==> src/rtl/butterfly_r2_shared_pkg.sv <==
// rtl/butterfly_r2_shared_pkg.sv - fft_pkg types and reduction helpers for the shared radix-2 butterfly (BUTTERFLY_SAT_EN selects saturation)
package fft_pkg;

    localparam int DATA_WIDTH   = 32;
    localparam int FACTOR_WIDTH = 16;
    localparam int FRAC_BITS    = 14;
    localparam int ROUND_CONST  = 1 << (FRAC_BITS - 1);
    localparam int PROD_W       = DATA_WIDTH + FACTOR_WIDTH;
    // Two guard bits: one for the product sum, one so the rounding add never wraps.
    localparam int WIDE_W       = PROD_W + 2;

    typedef logic signed [WIDE_W-1:0]       wide_t;
    typedef logic signed [PROD_W-1:0]       prod_t;
    typedef logic signed [DATA_WIDTH-1:0]   data_t;
    typedef logic signed [FACTOR_WIDTH-1:0] factor_t;

    typedef struct packed {
        data_t re;
        data_t im;
    } cplx_t;

    typedef struct packed {
        factor_t re;
        factor_t im;
    } twiddle_t;

    typedef enum logic {
        BFLY_DIF = 1'b0,
        BFLY_DIT = 1'b1
    } bfly_mode_e;

    typedef enum logic [1:0] {
        PH_IDLE,
        PH_0,
        PH_1
    } phase_e;

    localparam wide_t SAT_MAX = wide_t'({1'b0, {(DATA_WIDTH-1){1'b1}}});
    localparam wide_t SAT_MIN = ~SAT_MAX;

    function automatic wide_t ext(input data_t v);
        return wide_t'(v);
    endfunction

    function automatic wide_t half_if(input wide_t v, input logic sc);
        return sc ? ((v + wide_t'(1)) >>> 1) : v;
    endfunction

    function automatic data_t sat_or_wrap(input wide_t v);
`ifdef BUTTERFLY_SAT_EN
        if (v > SAT_MAX) return SAT_MAX[DATA_WIDTH-1:0];
        if (v < SAT_MIN) return SAT_MIN[DATA_WIDTH-1:0];
`endif
        return v[DATA_WIDTH-1:0];
    endfunction

    function automatic logic is_clipped(input wide_t v);
        return (v > SAT_MAX) || (v < SAT_MIN);
    endfunction

endpackage

==> src/rtl/butterfly_r2_shared_if.sv <==
// rtl/butterfly_r2_shared_if.sv - handshake/data bundle of the shared butterfly (sat_flag present with BUTTERFLY_SAT_EN)
interface butterfly_r2_shared_if;
    import fft_pkg::*;

    logic     in_valid;
    logic     in_ready;
    logic     mode;
    logic     scale;
    cplx_t    in_x0;
    cplx_t    in_x1;
    twiddle_t w;
    logic     out_valid;
    cplx_t    out_x0;
    cplx_t    out_x1;
`ifdef BUTTERFLY_SAT_EN
    logic     sat_flag;

    modport master (output in_valid, mode, scale, in_x0, in_x1, w,
                    input  in_ready, out_valid, out_x0, out_x1, sat_flag);
    modport slave  (input  in_valid, mode, scale, in_x0, in_x1, w,
                    output in_ready, out_valid, out_x0, out_x1, sat_flag);
`else
    modport master (output in_valid, mode, scale, in_x0, in_x1, w,
                    input  in_ready, out_valid, out_x0, out_x1);
    modport slave  (input  in_valid, mode, scale, in_x0, in_x1, w,
                    output in_ready, out_valid, out_x0, out_x1);
`endif

endinterface

==> src/rtl/butterfly_r2_shared_cmul.sv <==
// rtl/butterfly_r2_shared_cmul.sv - cmul_shared: two-multiplier, two-phase complex multiply with half-up rounding
module cmul_shared
    import fft_pkg::*;
(
    input  logic     clk,
    input  logic     rst,
    input  logic     en,
    input  logic     phase,
    input  cplx_t    p,
    input  twiddle_t w,
    output wide_t    res_re,
    output wide_t    res_im,
    output logic     res_valid
);

    factor_t op_b0;
    factor_t op_b1;
    prod_t   m0;
    prod_t   m1;
    prod_t   rr;
    prod_t   ii;
    prod_t   ri;
    prod_t   ir;
    logic    fin;

    // Phase 0 feeds (wr, wi), phase 1 swaps to (wi, wr); the p operands never move.
    assign op_b0 = phase ? w.im : w.re;
    assign op_b1 = phase ? w.re : w.im;
    assign m0    = prod_t'(p.re) * prod_t'(op_b0);
    assign m1    = prod_t'(p.im) * prod_t'(op_b1);

    always_ff @(posedge clk) begin
        if (rst) begin
            fin       <= 1'b0;
            res_valid <= 1'b0;
        end else begin
            fin       <= en & phase;
            res_valid <= fin;
        end
    end

    always_ff @(posedge clk) begin
        if (en && !phase) begin
            rr <= m0;
            ii <= m1;
        end
        if (en && phase) begin
            ri <= m0;
            ir <= m1;
        end
        if (fin) begin
            res_re <= (wide_t'(rr) - wide_t'(ii) + wide_t'(ROUND_CONST)) >>> FRAC_BITS;
            res_im <= (wide_t'(ri) + wide_t'(ir) + wide_t'(ROUND_CONST)) >>> FRAC_BITS;
        end
    end

endmodule

==> src/rtl/butterfly_r2_shared.sv <==
// rtl/butterfly_r2_shared.sv - radix-2 DIF/DIT butterfly, one result per 2 clocks on a shared cmul (BUTTERFLY_SAT_EN: saturate + sat_flag)
module butterfly_r2_shared
    import fft_pkg::*;
(
    input logic                  clk,
    input logic                  rst,
    butterfly_r2_shared_if.slave bus
);

    phase_e     state;
    logic       fire;

    cplx_t      s_a;
    cplx_t      s_b;
    cplx_t      s_p;
    twiddle_t   s_w;
    bfly_mode_e s_mode;
    logic       s_scale;

    cplx_t      q_a;
    cplx_t      q_b;
    bfly_mode_e q_mode;
    logic       q_scale;

    wide_t      pre_re_w;
    wide_t      pre_im_w;
    wide_t      res_re;
    wide_t      res_im;
    logic       res_valid;
    data_t      m_re;
    data_t      m_im;
    wide_t      x0r_w;
    wide_t      x0i_w;
    wide_t      x1r_w;
    wide_t      x1i_w;

    assign fire = bus.in_valid && bus.in_ready;

    // DIF multiplies (a-b): form, scale and reduce it on the way into the slot.
    assign pre_re_w = half_if(ext(bus.in_x0.re) - ext(bus.in_x1.re), bus.scale);
    assign pre_im_w = half_if(ext(bus.in_x0.im) - ext(bus.in_x1.im), bus.scale);

    always_ff @(posedge clk) begin
        if (rst) begin
            state        <= PH_IDLE;
            bus.in_ready <= 1'b1;
        end else begin
            bus.in_ready <= !fire;
            case (state)
                PH_IDLE: if (fire) state <= PH_0;
                PH_0:    state <= PH_1;
                PH_1:    state <= fire ? PH_0 : PH_IDLE;
                default: state <= PH_IDLE;
            endcase
        end
    end

    // q_* carries a slot past PH1 so the next slot can reuse s_* while the sums are formed.
    always_ff @(posedge clk) begin
        if (fire) begin
            s_a     <= bus.in_x0;
            s_b     <= bus.in_x1;
            s_w     <= bus.w;
            s_mode  <= bfly_mode_e'(bus.mode);
            s_scale <= bus.scale;
            if (bfly_mode_e'(bus.mode) == BFLY_DIT) s_p <= bus.in_x1;
            else                                    s_p <= {sat_or_wrap(pre_re_w), sat_or_wrap(pre_im_w)};
        end
        if (state == PH_1) begin
            q_a     <= s_a;
            q_b     <= s_b;
            q_mode  <= s_mode;
            q_scale <= s_scale;
        end
    end

    cmul_shared u_cmul (
        .clk       (clk),
        .rst       (rst),
        .en        (state != PH_IDLE),
        .phase     (state == PH_1),
        .p         (s_p),
        .w         (s_w),
        .res_re    (res_re),
        .res_im    (res_im),
        .res_valid (res_valid)
    );

    always_comb begin
        m_re = sat_or_wrap(res_re);
        m_im = sat_or_wrap(res_im);
        if (q_mode == BFLY_DIT) begin
            x0r_w = half_if(ext(q_a.re) + ext(m_re), q_scale);
            x0i_w = half_if(ext(q_a.im) + ext(m_im), q_scale);
            x1r_w = half_if(ext(q_a.re) - ext(m_re), q_scale);
            x1i_w = half_if(ext(q_a.im) - ext(m_im), q_scale);
        end else begin
            x0r_w = half_if(ext(q_a.re) + ext(q_b.re), q_scale);
            x0i_w = half_if(ext(q_a.im) + ext(q_b.im), q_scale);
            x1r_w = res_re;
            x1i_w = res_im;
        end
    end

`ifdef BUTTERFLY_SAT_EN
    logic s_clip;
    logic q_clip;
    logic clip_any;

    always_ff @(posedge clk) begin
        if (fire) s_clip <= (bfly_mode_e'(bus.mode) == BFLY_DIF) &&
                            (is_clipped(pre_re_w) || is_clipped(pre_im_w));
        if (state == PH_1) q_clip <= s_clip;
    end

    assign clip_any = q_clip | is_clipped(res_re) | is_clipped(res_im) |
                      is_clipped(x0r_w) | is_clipped(x0i_w) | is_clipped(x1r_w) | is_clipped(x1i_w);
`endif

    always_ff @(posedge clk) begin
        if (rst) begin
            bus.out_valid <= 1'b0;
            bus.out_x0    <= '0;
            bus.out_x1    <= '0;
`ifdef BUTTERFLY_SAT_EN
            bus.sat_flag  <= 1'b0;
`endif
        end else begin
            bus.out_valid <= res_valid;
            if (res_valid) begin
                bus.out_x0   <= {sat_or_wrap(x0r_w), sat_or_wrap(x0i_w)};
                bus.out_x1   <= {sat_or_wrap(x1r_w), sat_or_wrap(x1i_w)};
`ifdef BUTTERFLY_SAT_EN
                bus.sat_flag <= clip_any;
`endif
            end
        end
    end

endmodule
==> src/flat_wrapper.sv <==
// flat-port wrapper written by rule: the top's interface ports become plain ports
module butterfly_r2_shared_flat import fft_pkg::*;
  (clk, rst, bus_in_valid, bus_mode, bus_scale, bus_in_x0, bus_in_x1, bus_w, bus_in_ready, bus_out_valid, bus_out_x0, bus_out_x1);
  butterfly_r2_shared_if bus_i ();
  input logic clk;
  input logic rst;
  input wire logic [$bits(bus_i.in_valid)-1:0] bus_in_valid;
  input wire logic [$bits(bus_i.mode)-1:0] bus_mode;
  input wire logic [$bits(bus_i.scale)-1:0] bus_scale;
  input wire logic [$bits(bus_i.in_x0)-1:0] bus_in_x0;
  input wire logic [$bits(bus_i.in_x1)-1:0] bus_in_x1;
  input wire logic [$bits(bus_i.w)-1:0] bus_w;
  output wire logic [$bits(bus_i.in_ready)-1:0] bus_in_ready;
  output wire logic [$bits(bus_i.out_valid)-1:0] bus_out_valid;
  output wire logic [$bits(bus_i.out_x0)-1:0] bus_out_x0;
  output wire logic [$bits(bus_i.out_x1)-1:0] bus_out_x1;
  assign bus_i.in_valid = bus_in_valid;
  assign bus_i.mode = bus_mode;
  assign bus_i.scale = bus_scale;
  assign bus_i.in_x0 = bus_in_x0;
  assign bus_i.in_x1 = bus_in_x1;
  assign bus_i.w = bus_w;
  assign bus_in_ready = bus_i.in_ready;
  assign bus_out_valid = bus_i.out_valid;
  assign bus_out_x0 = bus_i.out_x0;
  assign bus_out_x1 = bus_i.out_x1;
  butterfly_r2_shared u_core (.clk(clk), .rst(rst), .bus(bus_i));
endmodule
==> config.mk <==
export PLATFORM = sky130hd
export DESIGN_NAME = butterfly_r2_shared_flat
export DESIGN_NICKNAME = d
export VERILOG_FILES = /design/src/rtl/butterfly_r2_shared_pkg.sv /design/src/rtl/butterfly_r2_shared_if.sv /design/src/rtl/butterfly_r2_shared_cmul.sv /design/src/rtl/butterfly_r2_shared.sv /design/src/flat_wrapper.sv
export SDC_FILE = /design/constraint.sdc
export NUM_CORES = 2
export LEC_CHECK = 0
export ABC_CLOCK_PERIOD_IN_PS = 14200
export BUFFER_PORTS_ARGS = -buffer_cell sky130_fd_sc_hd__buf_2
export CAP_MARGIN = 10
export CORE_UTILIZATION = 45
export CTS_BUF_LIST = sky130_fd_sc_hd__clkbuf_8
export DETAILED_ROUTE_END_ITERATION = 6
export PLACE_DENSITY = 0.59
export SLEW_MARGIN = 10
export SYNTH_ARGS = -nofsm -noshare
export SYNTH_HDL_FRONTEND = slang
export SYNTH_SLANG_ARGS = --single-unit
==> constraint.sdc <==
create_clock -name clk -period 14.2 [get_ports clk]
set_input_delay 2.13 -clock clk [delete_from_list [all_inputs] [get_ports clk]]
set_output_delay 2.13 -clock clk [all_outputs]
set_load 0.03 [all_outputs]
==> results by group <==
Placement
  • Hpwl dp: between 200 and 250 mm
  • GP Congestion: 0.9653
  • IO Port Bufs: 294

STA
  • Setup total negative slack: 0 ns
  • Min Clock Period, post-route: 9.614 ns
  • Fmax: about 0.10 GHz
  • Unrepaired setup endpoints after global routing: no
  • Skew final: 0.08086 ns
  • Setup Viol. Count Final: 0
  • Slew margin rel.: 24.80%
  • Final worst path period share: 67.70%
  • Fin. max-slew vios: 0
  • Hold Fails Final Rpt: 0
  • Slew @ Worst Pin: 1.118 ns

Synthesis
  • Post-Synth Adder-Cell Area: 31.93%
  • Yosys top cell by area: fa_1
  • Post-synthesis xor/xnor area fraction: 4.455%
  • Top-area cell type share of the netlist area: between 20% and 30%
  • Mean post-synth cell area: around 9 um^2
  • Multiplexer share of the synthesized area: 1.738%
  • Seq cells post-synth: between 700 and 800
  • Main combinational cell family by area after synthesis: adder cells
  • Compound-gate portion of the synthesized area: 13.87%
  • Mapped Area: 85540 um^2
  • Syn Nets: roughly 11000
  • Synth warn: 0
  • Top_reg_cell synth: edfxtp_1
  • Post-synth cell types: 102
  • Async SR Flop Fraction: 0%
  • Simple-Gate Fraction of Synth Area: 15.82%
  • Post-synth EDFFs: between 600 and 700
  • Seq/Total Area, Yosys: 24.34%
  • Top post-synthesis cells by area: fa_1, edfxtp_1, ha_1
  • Post-Syn Instances: 9284

GRT
  • First-pass GRT wire length: approximately 410 mm
  • Pin count of the biggest net entering global routing: 168
  • Antenna violations before repair: 12
  • GRT Total Usage: about 28%
  • Vias in the first global route: 67360
  • GRT Residual Overflow: 0

Worst setup path
  • CP Launch Type: flop
  • CP peak stage delay: 0.89 ns
  • Critical Path AT: roughly 10 ns
  • CP required: roughly 15 ns
  • Most numerous cell on the critical path: fa_1
  • CP max stage cell: mux2_2
  • Crit path kind: flop to flop
  • Worst Path Max Fanout: 47
  • Crit. End Element: flop

Clock network
  • Htree depth: 4
  • CTS tree: yes
  • Worst-skew pair later-pin latency: 0.91 ns
  • Hold_buf cts: 0
  • Post-CTS sizing: 0
  • CTS buffer count: between 100 and 150
  • Worst-path clk slew: 0.06 ns
  • CTS sink count: 738
  • Clock root cell: clkbuf_8
  • CTS Buffer Depth: 3
  • Setup Fix Bufs, Post-CTS: 0

Job
  • Number of max-cap violations: 0

Die
  • Starting Density: 45.41%
  • Core area: 188400 um^2
  • Die area: ~190000 um^2
  • Die Y-Extent: 438.0 um
  • Die W: between 400 and 500 um
  • Num rows: 159
  • I/O pin cnt: 295

Detailed routing
  • # DRC: 62
  • Via density: about 5.7
  • 1st-iter DRT viols: 5100
  • DRT Pass-1 Iters: 7
  • Vias post-DR: just under 70000
  • Detailed-route wire length per cell: about 22 um
  • Final WL: about 270 mm
  • Antenna viol nets, final: 0

Min path
  • Hold WC Path Type: flop to flop

Final layout
  • Share of layout cells above drive strength 1: 7.171%
  • Syn-to-layout area delta: 7.312%
  • Nets: around 11000
  • Final Util: 48.73%

Status
  • Status: complete, but fails checks
  • Failing checks: design-rule violations
-- final cells by class --
cell class	count	area (um^2)
flip-flops and latches	738	20830
well taps	2495	3122
inverters	1403	5266
fillers	17840	96600
multi-input cells	6763	58090
diodes	12	30.03
clock buffers	138	1899
repair buffers	332	1789
clock inverters	109	775.7
-- metrics by stage --
stage	hold WS [ns]	instance area (um^2)	instances	setup slack [ns]
after floorplan	0.4003	85540	9284	3.307
after global placement	0.4006	89090	11730	4.746
after detailed placement	0.4045	89090	11730	4.614
after CTS	0.3999	91770	11980	4.567
after global routing	0.3998	91780	11980	3.899
final	0.3950	91800	11990	4.586
-- cells by family after synthesis --
family / Yosys count
AND/OR/NAND/NOR: 2783
multiplexers: 125
buffers and inverters: 1783
XOR/XNOR: 432
AO/OA/AOI/OAI: 1811
flip-flops: 738
adder cells (fa/ha/maj): 1612
-- sequential cells by signal, summed over array words and instances (netlist names), 46 cells and up --
register	flops
u_core.u_cmul.ii	46
u_core.bus.out_x1	64
u_core.q_b	64
u_core.s_p	64
u_core.bus.out_x0	64
u_core.u_cmul.rr	46
u_core.u_cmul.ri	46
u_core.q_a	64
u_core.s_a	64
u_core.s_b	64
u_core.u_cmul.ir	46
-- worst max-delay path, delay by kind of cell (launching register included) --
kind / cells / cell delay (ns)
simple gates: 3 / 0.80
flops: 1 / 0.54
fa+ha+maj: 7 / 3.39
xor+xnor: 1 / 0.10
buf+inv: 5 / 1.00
mux: 1 / 0.89
compound gates: 11 / 2.51
-- cells in the mapped netlist, types with 75 or more instances --
cell,count
nor2_1,527
xor2_1,124
a21o_1,169
nor3_1,177
a21oi_1,510
dfxtp_1,134
nand3_1,150
o21ai_0,331
and2_1,380
edfxtp_1,604
xnor2_1,306
and3_1,75
ha_1,660
nand2_1,983
nor2b_1,130
clkbuf_1,357
fa_1,952
a211oi_1,136
o211ai_1,75
inv_1,1396
-- metal layers --
layer	track usage, %	share of wire [%]	wire length [um]	vias to the layer above
li1	-	-	-	31490
met2	45.22	46	123900	2238
met4	9.711	3.7	10010	0
met5	0	0	0	-
met3	3.913	6.0	15950	454
met1	37.82	44	117800	33800
-- worst paths after layout --
check	from	to	slack, ns	cells after the start
min	u_core.s_a[28]$_DFFE_PP_	u_core.q_a[28]$_DFFE_PN_	0.39	0
min reg2reg	u_core.s_a[28]$_DFFE_PP_	u_core.q_a[28]$_DFFE_PN_	0.39	0
max	u_core.state[0]$_SDFFE_PP0P_	u_core.u_cmul.ir[45]$_DFFE_PP_	4.59	28
max reg2reg	u_core.state[0]$_SDFFE_PP0P_	u_core.u_cmul.ir[45]$_DFFE_PP_	4.59	28
-- placed cells by master, fill, tap and decap left out, types with 136 or more instances in the layout --
| cell | netlist | final |
|---|---|---|
| nand3_1 | 150 | 150 |
| a21o_1 | 169 | 169 |
| fa_1 | 952 | 952 |
| nand2_1 | 983 | 983 |
| and2_1 | 380 | 379 |
| edfxtp_1 | 604 | 604 |
| clkbuf_8 | 0 | 138 |
| buf_2 | 4 | 291 |
| xnor2_1 | 306 | 306 |
| o21ai_0 | 331 | 331 |
| a21oi_1 | 510 | 510 |
| nor3_1 | 177 | 177 |
| inv_1 | 1396 | 1434 |
| a211oi_1 | 136 | 136 |
| ha_1 | 660 | 660 |
| nor2_1 | 527 | 526 |
Power is left out: the tool's default activity adds up to more than one toggle a clock period on the data nets, which glitch-free logic cannot reach.
